$ cat src/rtl/mem_loader.sv
// Boot-time program loader: decodes a little-endian word-count header from a byte
// stream, then packs little-endian words and writes them to SRAM starting at BASE.
module mem_loader #(
   parameter int unsigned ADDR_W = 14,
   parameter int unsigned BASE   = 0
) (
   input  logic              clk,
   input  logic              reset,
   input  logic              in_valid,
   input  logic [7:0]        in_data,
   output logic              in_ready,
   output logic [ADDR_W-1:0] mem_addr,
   output logic              mem_we,
   output logic [31:0]       mem_wd,
   output logic              busy,
   output logic              done,
   output logic              err
);

   typedef enum logic [2:0] {
      S_HDR,
      S_DATA,
      S_WRITE,
      S_DONE,
      S_ERR
   } state_t;

   // Words that fit between BASE and the top of the address space.
   localparam logic [32:0]       CAPACITY  = (33'd1 << ADDR_W) - 33'(BASE);
   localparam logic [ADDR_W-1:0] BASE_ADDR = ADDR_W'(BASE);

   state_t            state;
   state_t            state_next;
   logic [1:0]        byte_idx;
   logic [31:0]       count;
   logic [ADDR_W:0]   word_idx;
   logic [ADDR_W:0]   word_idx_inc;
   logic [31:0]       shift;
   logic [31:0]       merged;
   logic              accept;
   logic              last_byte;

   // Ready is a pure function of state so it never waits on in_valid.
   assign in_ready     = (state == S_HDR) || (state == S_DATA);
   assign accept       = in_valid && in_ready;
   assign last_byte    = (byte_idx == 2'd3);
   assign word_idx_inc = word_idx + (ADDR_W+1)'(1);

   // The accumulator with the incoming byte already dropped into its lane.
   always_comb begin
      merged = shift;
      merged[{byte_idx, 3'b000} +: 8] = in_data;
   end

   // NOTE: sequential state uses non-blocking assignments so every register
   // updates from pre-edge values regardless of process ordering.
   always_ff @(posedge clk) begin
      if (reset) state <= S_HDR;
      else       state <= state_next;
   end

   // NOTE: every output and next-state gets a default before the case, so no
   // path leaves a variable unassigned and no latch is inferred.
   always_comb begin
      state_next = state;
      mem_we     = 1'b0;
      busy       = 1'b0;
      done       = 1'b0;
      err        = 1'b0;
      unique case (state)
         S_HDR: begin
            busy = 1'b1;
            if (accept && last_byte) begin
               if (merged == 32'd0)                 state_next = S_DONE;
               else if ({1'b0, merged} > CAPACITY)  state_next = S_ERR;
               else                                 state_next = S_DATA;
            end
         end
         S_DATA: begin
            busy = 1'b1;
            if (accept && last_byte) state_next = S_WRITE;
         end
         S_WRITE: begin
            busy   = 1'b1;
            mem_we = 1'b1;
            if (32'(word_idx_inc) == count) state_next = S_DONE;
            else                            state_next = S_DATA;
         end
         S_DONE:  done = 1'b1;
         S_ERR:   err  = 1'b1;
         default: state_next = S_HDR;
      endcase
   end

   always_ff @(posedge clk) begin
      if (reset) begin
         byte_idx <= 2'd0;
         count    <= 32'd0;
         word_idx <= '0;
         shift    <= 32'd0;
         mem_addr <= BASE_ADDR;
         mem_wd   <= 32'd0;
      end else begin
         if (accept) begin
            byte_idx <= byte_idx + 2'd1;
            shift    <= merged;
            if (last_byte) begin
               if (state == S_HDR) begin
                  count    <= merged;
                  word_idx <= '0;
               end else begin
                  // Address and data are presented for the whole WRITE cycle.
                  mem_wd   <= merged;
                  mem_addr <= BASE_ADDR + word_idx[ADDR_W-1:0];
               end
            end
         end
         if (state == S_WRITE) word_idx <= word_idx_inc;
      end
   end

endmodule

$ cat config.mk
export PLATFORM = sky130hd
export DESIGN_NAME = mem_loader
export DESIGN_NICKNAME = d
export VERILOG_FILES = /design/src/rtl/mem_loader.sv
export SDC_FILE = /design/constraint.sdc
export NUM_CORES = 1
export LEC_CHECK = 0
export BUFFER_PORTS_ARGS = -buffer_cell sky130_fd_sc_hd__buf_2
export CAP_MARGIN = 25
export CORE_ASPECT_RATIO = 1.4
export CORE_UTILIZATION = 59
export DETAILED_ROUTE_END_ITERATION = 12
export PLACE_DENSITY = 0.84
export REMOVE_ABC_BUFFERS = 1
export SYNTH_ARGS = -nofsm -noshare
export SYNTH_HDL_FRONTEND = slang
export SYNTH_SLANG_ARGS = --single-unit
$ cat constraint.sdc
create_clock -name clk -period 3 [get_ports clk]
set_input_delay 0.75 -clock clk [delete_from_list [all_inputs] [get_ports clk]]
set_output_delay 0.75 -clock clk [all_outputs]
set_load 0.05 [all_outputs]
Word-level counts from Yosys, hierarchy flattened
Index checks and enable logic that the tools add are counted.
{ "totals": {"reg_bits": 130, "input_bits": 11, "output_inout_bits": 51} }
{ "classes": {"addsub": 3, "order_cmp": 1, "n_eq_ne": 8, "shifts": 2, "n_mux": 15, "bitwise": 2, "n_reduce_logical": 14} }
{ "ops": {"columns": ["cell", "n"], "rows": [
  ["2-to-1 mux 15 bit", 4],
  ["bitwise mux 32 bit", 1],
  ["equality test 15 x 32 -> 1 bit", 1],
  ["greater-than comparator 32 x 15 -> 1 bit (second input constant)", 1],
  ["logical NOT 32 bit", 1],
  ["variable shift 8 x 7 -> 32 bit (first input constant)", 1],
  ["variable part select 8 x 7 -> 32 bit", 1],
  ["adder 15 x 1 -> 15 bit (second input constant)", 1],
  ["2-to-1 mux 3 bit", 4],
  ["case mux 3 bit (4 select lines)", 1],
  ["AND reduction 3 bit", 4],
  ["negation 5 -> 7 bit", 1],
  ["equality test 3 x 2 -> 1 bit (second input constant)", 2],
  ["nonzero test 2 bit", 3],
  ["2-to-1 mux 1 bit", 4],
  ["inequality test 2 x 1 -> 1 bit (second input constant)", 2],
  ["equality test 3 x 1 -> 1 bit (second input constant)", 1],
  ["equality test 3 bit (second input constant)", 1],
  ["logical NOT 3 bit", 1],
  ["OR reduction 3 bit", 1],
  ["adder 2 x 1 -> 2 bit (second input constant)", 1],
  ["equality test 2 bit (second input constant)", 1],
  ["logical AND 1 bit", 2],
  ["2-to-1 mux 2 bit", 1],
  ["3 further kinds", 4]
]} }

Longest topological paths before layout
{ "depth": {"word_depth": 8, "mapped_depth": 10, "depth_no_buf": 8} }

Worst setup path after synthesis
No wires, ideal clock.
{ "synth_path": {"path_kind": "reg2reg", "from": "register state[2]", "to": "register mem_wd[21]", "setup_ns": 0.137, "arrival_ns": 2.470, "setup_slack_ns": 0.393, "stages_incl_launch_ff": 10, "cell_sequence": "dfxtp_1 > buf_6 > nor2_1 > and2_1 > buf_2 > and3_1 > clkbuf_1 > clkbuf_1 > buf_1 > a211oi_1"} }
{ "synth_between": {"elab_chain_len": 4, "elab_cells_between_ends": 6, "classes_between": "1 x eq/ne; 1 x bitwise; 4 x reduce/logical"} }
{ "synth_rtl": {"columns": ["item", "line_no", "source"], "rows": [
  ["start: declaration", "32", "state_t state;"],
  ["start signal: assignment", "59", "else state <= state_next;"],
  ["equality test 3 x 1 -> 1 bit or logical NOT 3 bit (tied branches)", "44", "assign in_ready = (state == S_HDR) || (state == S_DATA);"],
  ["logical OR 1 bit (*)", "44", null],
  ["net in_ready", "11", "output logic in_ready,"],
  ["logical AND 1 bit (*)", "45", "assign accept = in_valid && in_ready;"],
  ["AND reduction 3 bit (no source line) (*)", null, null],
  ["end signal: assignment", "113", "mem_wd <= merged;"],
  ["end: declaration", "14", "output logic [31:0] mem_wd,"]
]} }
The timed path passes the listed nets; every way through them passes the cells marked *.
A chain may end at the register's enable or synchronous reset.

Final worst setup path
{ "layout_path": {"from": "register byte_idx[0]", "to": "register state[1]"} }
{ "layout_between": {"elab_chain_len": 7, "elab_cells_between_ends": 13, "classes_between": "1 x add/sub; 3 x eq/ne; 2 x shift; 4 x mux; 3 x reduce/logical"} }
{ "layout_rtl": {"columns": ["item", "line_no", "source"], "rows": [
  ["start: declaration", "34", "logic [1:0] byte_idx;"],
  ["start signal: assignment", "105", "byte_idx <= byte_idx + 2'd1;"],
  ["negation 5 -> 7 bit", "52", "merged[{byte_idx, 3'b000} +: 8] = in_data;"],
  ["variable part select 8 x 7 -> 32 bit or variable shift 8 x 7 -> 32 bit (tied branches)", "52", null],
  ["bitwise mux 32 bit", "52", null],
  ["logical NOT 32 bit", "74", "if (merged == 32'd0) state_next = S_DONE;"],
  ["2-to-1 mux 3 bit", "74", null],
  ["2-to-1 mux 3 bit", "73", "if (accept && last_byte) begin"],
  ["case mux 3 bit (4 select lines)", "70", "unique case (state)"]
]} }
Parallel ways exist; a longest one is shown, timed or not. The select of a mux whose other input is x is not followed.

==> metrics.txt <==
leading cell type in the layout, fill and taps excluded=dfxtp_1; setup TNS=0 ps; clk_lat worst skew=410 ps; most frequent cells in the layout=dfxtp_1, nor2_1, a211oi_1; Via Count=5388; synthesis-to-finish area growth=16.4%; All-Layer GR Usage=32.5%; Fmax=0.354 GHz; Synth top area share=approximately 44%; CTS buffer count=17; initial antenna violation count=0; GRT met2 Usage=55.9%; worst slew pin tran=approximately 710 ps; die height=120 um; hpwl dp=~11000 um; Max Clock Skew=approximately 4.6 ps; Yosys cell types=55; DRT Wirelength=around 16000 um; routed vias/inst=6.14; GP Congestion=between 0.9 and 1; htree depth=4; most used routing layer in global routing=met2; CTS tree=done; EDFF count, synth=0; CTS Buffer Depth=2; clock root cell=clkbuf_16; pin count of the biggest net entering global routing=about 100; number of DRC markers in iteration 0=440; number of global-route vias before repair=roughly 5.2k; worst setup path class=reg2reg; Worst Path Required=between 3000 and 4000 ps; Finish-stage setup viols=0; Inserted Diodes=0; Synth Cell Area=between 5000 and 6000 um^2; crit-path leading delay family=compound AO/OA/AOI/OAI gates; core area=around 9600 um^2; Clock power frac=46.2%; Syn Area/Cell=roughly 8.5 um^2; Post-DP Area=6270 um^2; critical-path cell list=inv_1, ha_1, nor4bb_1, buf_4, a21oi_1, o2111a_1, and4_1, a41oi_1, a2111oi_2; # DRC=0; async set-reset flop share out of synthesis=0%; crit path buf inv count=2; Startpoint Class=flip-flop; Synth Register Bits=130; Critical-path top delay cell=dfxtp_1; unrepaired setup endpoints after global routing=false; DIE WIDTH=86.2 um; maximum VDD drop=between 400 and 500 uV; M1 GR Usage=between 30% and 40%; Max Cap Violations=0; CP peak stage delay=about 540 ps; fill count=approximately 770; minimum clock period=2830 ps; crit path max fanout=13; Final Max Tran Viols=0; 1st-pass router iterations=5; number of I/O pins=between 60 and 70; run status=finished, final reports clean; Setup crit end kind=flip-flop; M3 GR Usage=about 6.3%; Fin. Hold Viols=0; Critical Path AT=roughly 3100 ps; Rel. slew slack=52.4%; synthesized instance count=691; post-synth top area cell=dfxtp_1; sequential share of the synthesized area=around 44%; Yosys warning count=0; Starting Density=around 60%; Antenna Nets Post-Route=0; global route overflow=0; Most used DFF post-synth=dfxtp_1; Pint=roughly 3000 uW; clk sink count=130; Synth area leaders=dfxtp_1, a211oi_1, nor2_1; P_leak=~0.0025 uW; combinational power share=9.2%; Seq pwr share=between 40% and 50%; Non-Filler Cell Area, Final=6820 um^2; layout cells sized above 1=around 18%; Psw=1040 uW; die area=approximately 10000 um^2; DR WL/cell=~18 um; Clk pin slew, worst setup/hold paths=around 60 ps; period utilization=a little over nine tenths; pwr dens=594 nW/um^2; Hold Crit Class=reg2reg; number of port buffers=61; first-pass GRT wire length=~26000 um; Sw Share=approximately a quarter; Rows=42; nets=751
-- registers in the layout, indices dropped and copies added (netlist names) --
register	flops
byte_idx	2
count	32
mem_addr	14
mem_wd	32
shift	32
state	3
word_idx	15
-- cells in the mapped netlist (4+ instances only) --
| library cell | instances |
|---|---|
| nand3_1 | 10 |
| xnor2_1 | 12 |
| a211oi_1 | 97 |
| a22oi_1 | 14 |
| buf_6 | 4 |
| nand4_1 | 6 |
| buf_2 | 9 |
| and3_1 | 7 |
| nor3_1 | 8 |
| clkbuf_1 | 44 |
| nor2_1 | 123 |
| inv_1 | 7 |
| and2_1 | 4 |
| or4_1 | 7 |
| nor2b_1 | 25 |
| a21oi_1 | 55 |
| nand2_1 | 39 |
| o21ai_0 | 13 |
| xor2_1 | 8 |
| o2111ai_1 | 4 |
| buf_1 | 4 |
| ha_1 | 7 |
| dfxtp_1 | 130 |
| nor4_1 | 5 |
-- cell families after synthesis --
logic type               Yosys count  synth area share, %
XOR/XNOR                          20                 2.99
multiplexers                       1                0.171
adder cells (fa/ha/maj)            7                 1.50
flip-flops                       130                 44.4
AND/OR/NAND/NOR                  260                 22.0
AO/OA/AOI/OAI                    203                 23.6
buffers and inverters             70                 5.28
-- per-stage QoR --
| stage | cells | worst slack [ps] | power (uW) | util, % | hold WS, ps |
|---|---|---|---|---|---|
| 5_1_grt | 878 | 9.78 | 4180 | 71.3 | 470 |
| 6_report | 878 | 173 | 4050 | 71.3 | 449 |
| 2_1_floorplan | 629 | -1420 | 2040 | - | 469 |
| 3_3_place_gp | 846 | 388 | 2190 | 65.6 | 439 |
| 3_5_place_dp | 846 | 221 | 2200 | 65.6 | 445 |
| 4_1_cts | 878 | 177 | 4060 | 71.2 | 452 |
-- path summary, 6_finish.rpt --
kind               start          end  slack [ps]  depth (start not counted)
max          byte_idx[0]     state[1]         170                          9
min          mem_addr[7]  mem_addr[7]         450                          2
max reg2reg  byte_idx[0]     state[1]         170                          9
min reg2reg  mem_addr[7]  mem_addr[7]         450                          2
-- metal layers --
| layer | routed length [um] | part of all wire, % |
|---|---|---|
| met1 | 6100 | 39 |
| met2 | 8170 | 52 |
| met5 | 0 | 0 |
| met4 | 640 | 4.1 |
| met3 | 885 | 5.6 |
-- power groups by stage --
stage / clock network [uW] / registers, uW / logic [uW]
2_1_floorplan: 0 / 1830 / 215
3_3_place_gp: 0 / 1840 / 354
3_5_place_dp: 0 / 1840 / 362
4_1_cts: 1890 / 1800 / 366
5_1_grt: 1970 / 1810 / 403
6_report: 1870 / 1810 / 372
-- worst register-to-register path, delay by kind of cell, from the launching register on --
family	cells	cell delay, ps
compound gates	4	980
flops	1	540
simple gates	2	450
fa+ha+maj	1	390
buf+inv	2	330
-- what timing repair did --
action	CTS	global route
endpoints found under the setup margin	0	1
hold buffers	0	0
setup buffers	0	0
resized for setup	0	1
hold endpoints to repair	0	0
-- area by class of cell --
class,count,area [um^2],area share (%)
clock buffer,21,460,6.75
timing repair buffer,85,526,7.71
sequential,130,2600,38.2
clock inverter,11,80.1,1.17
tap,132,165,2.42
multi-input combinational,491,2950,43.3
inverter,8,31.3,0.459
No activity file was read; power rests on OpenSTA's default activity.
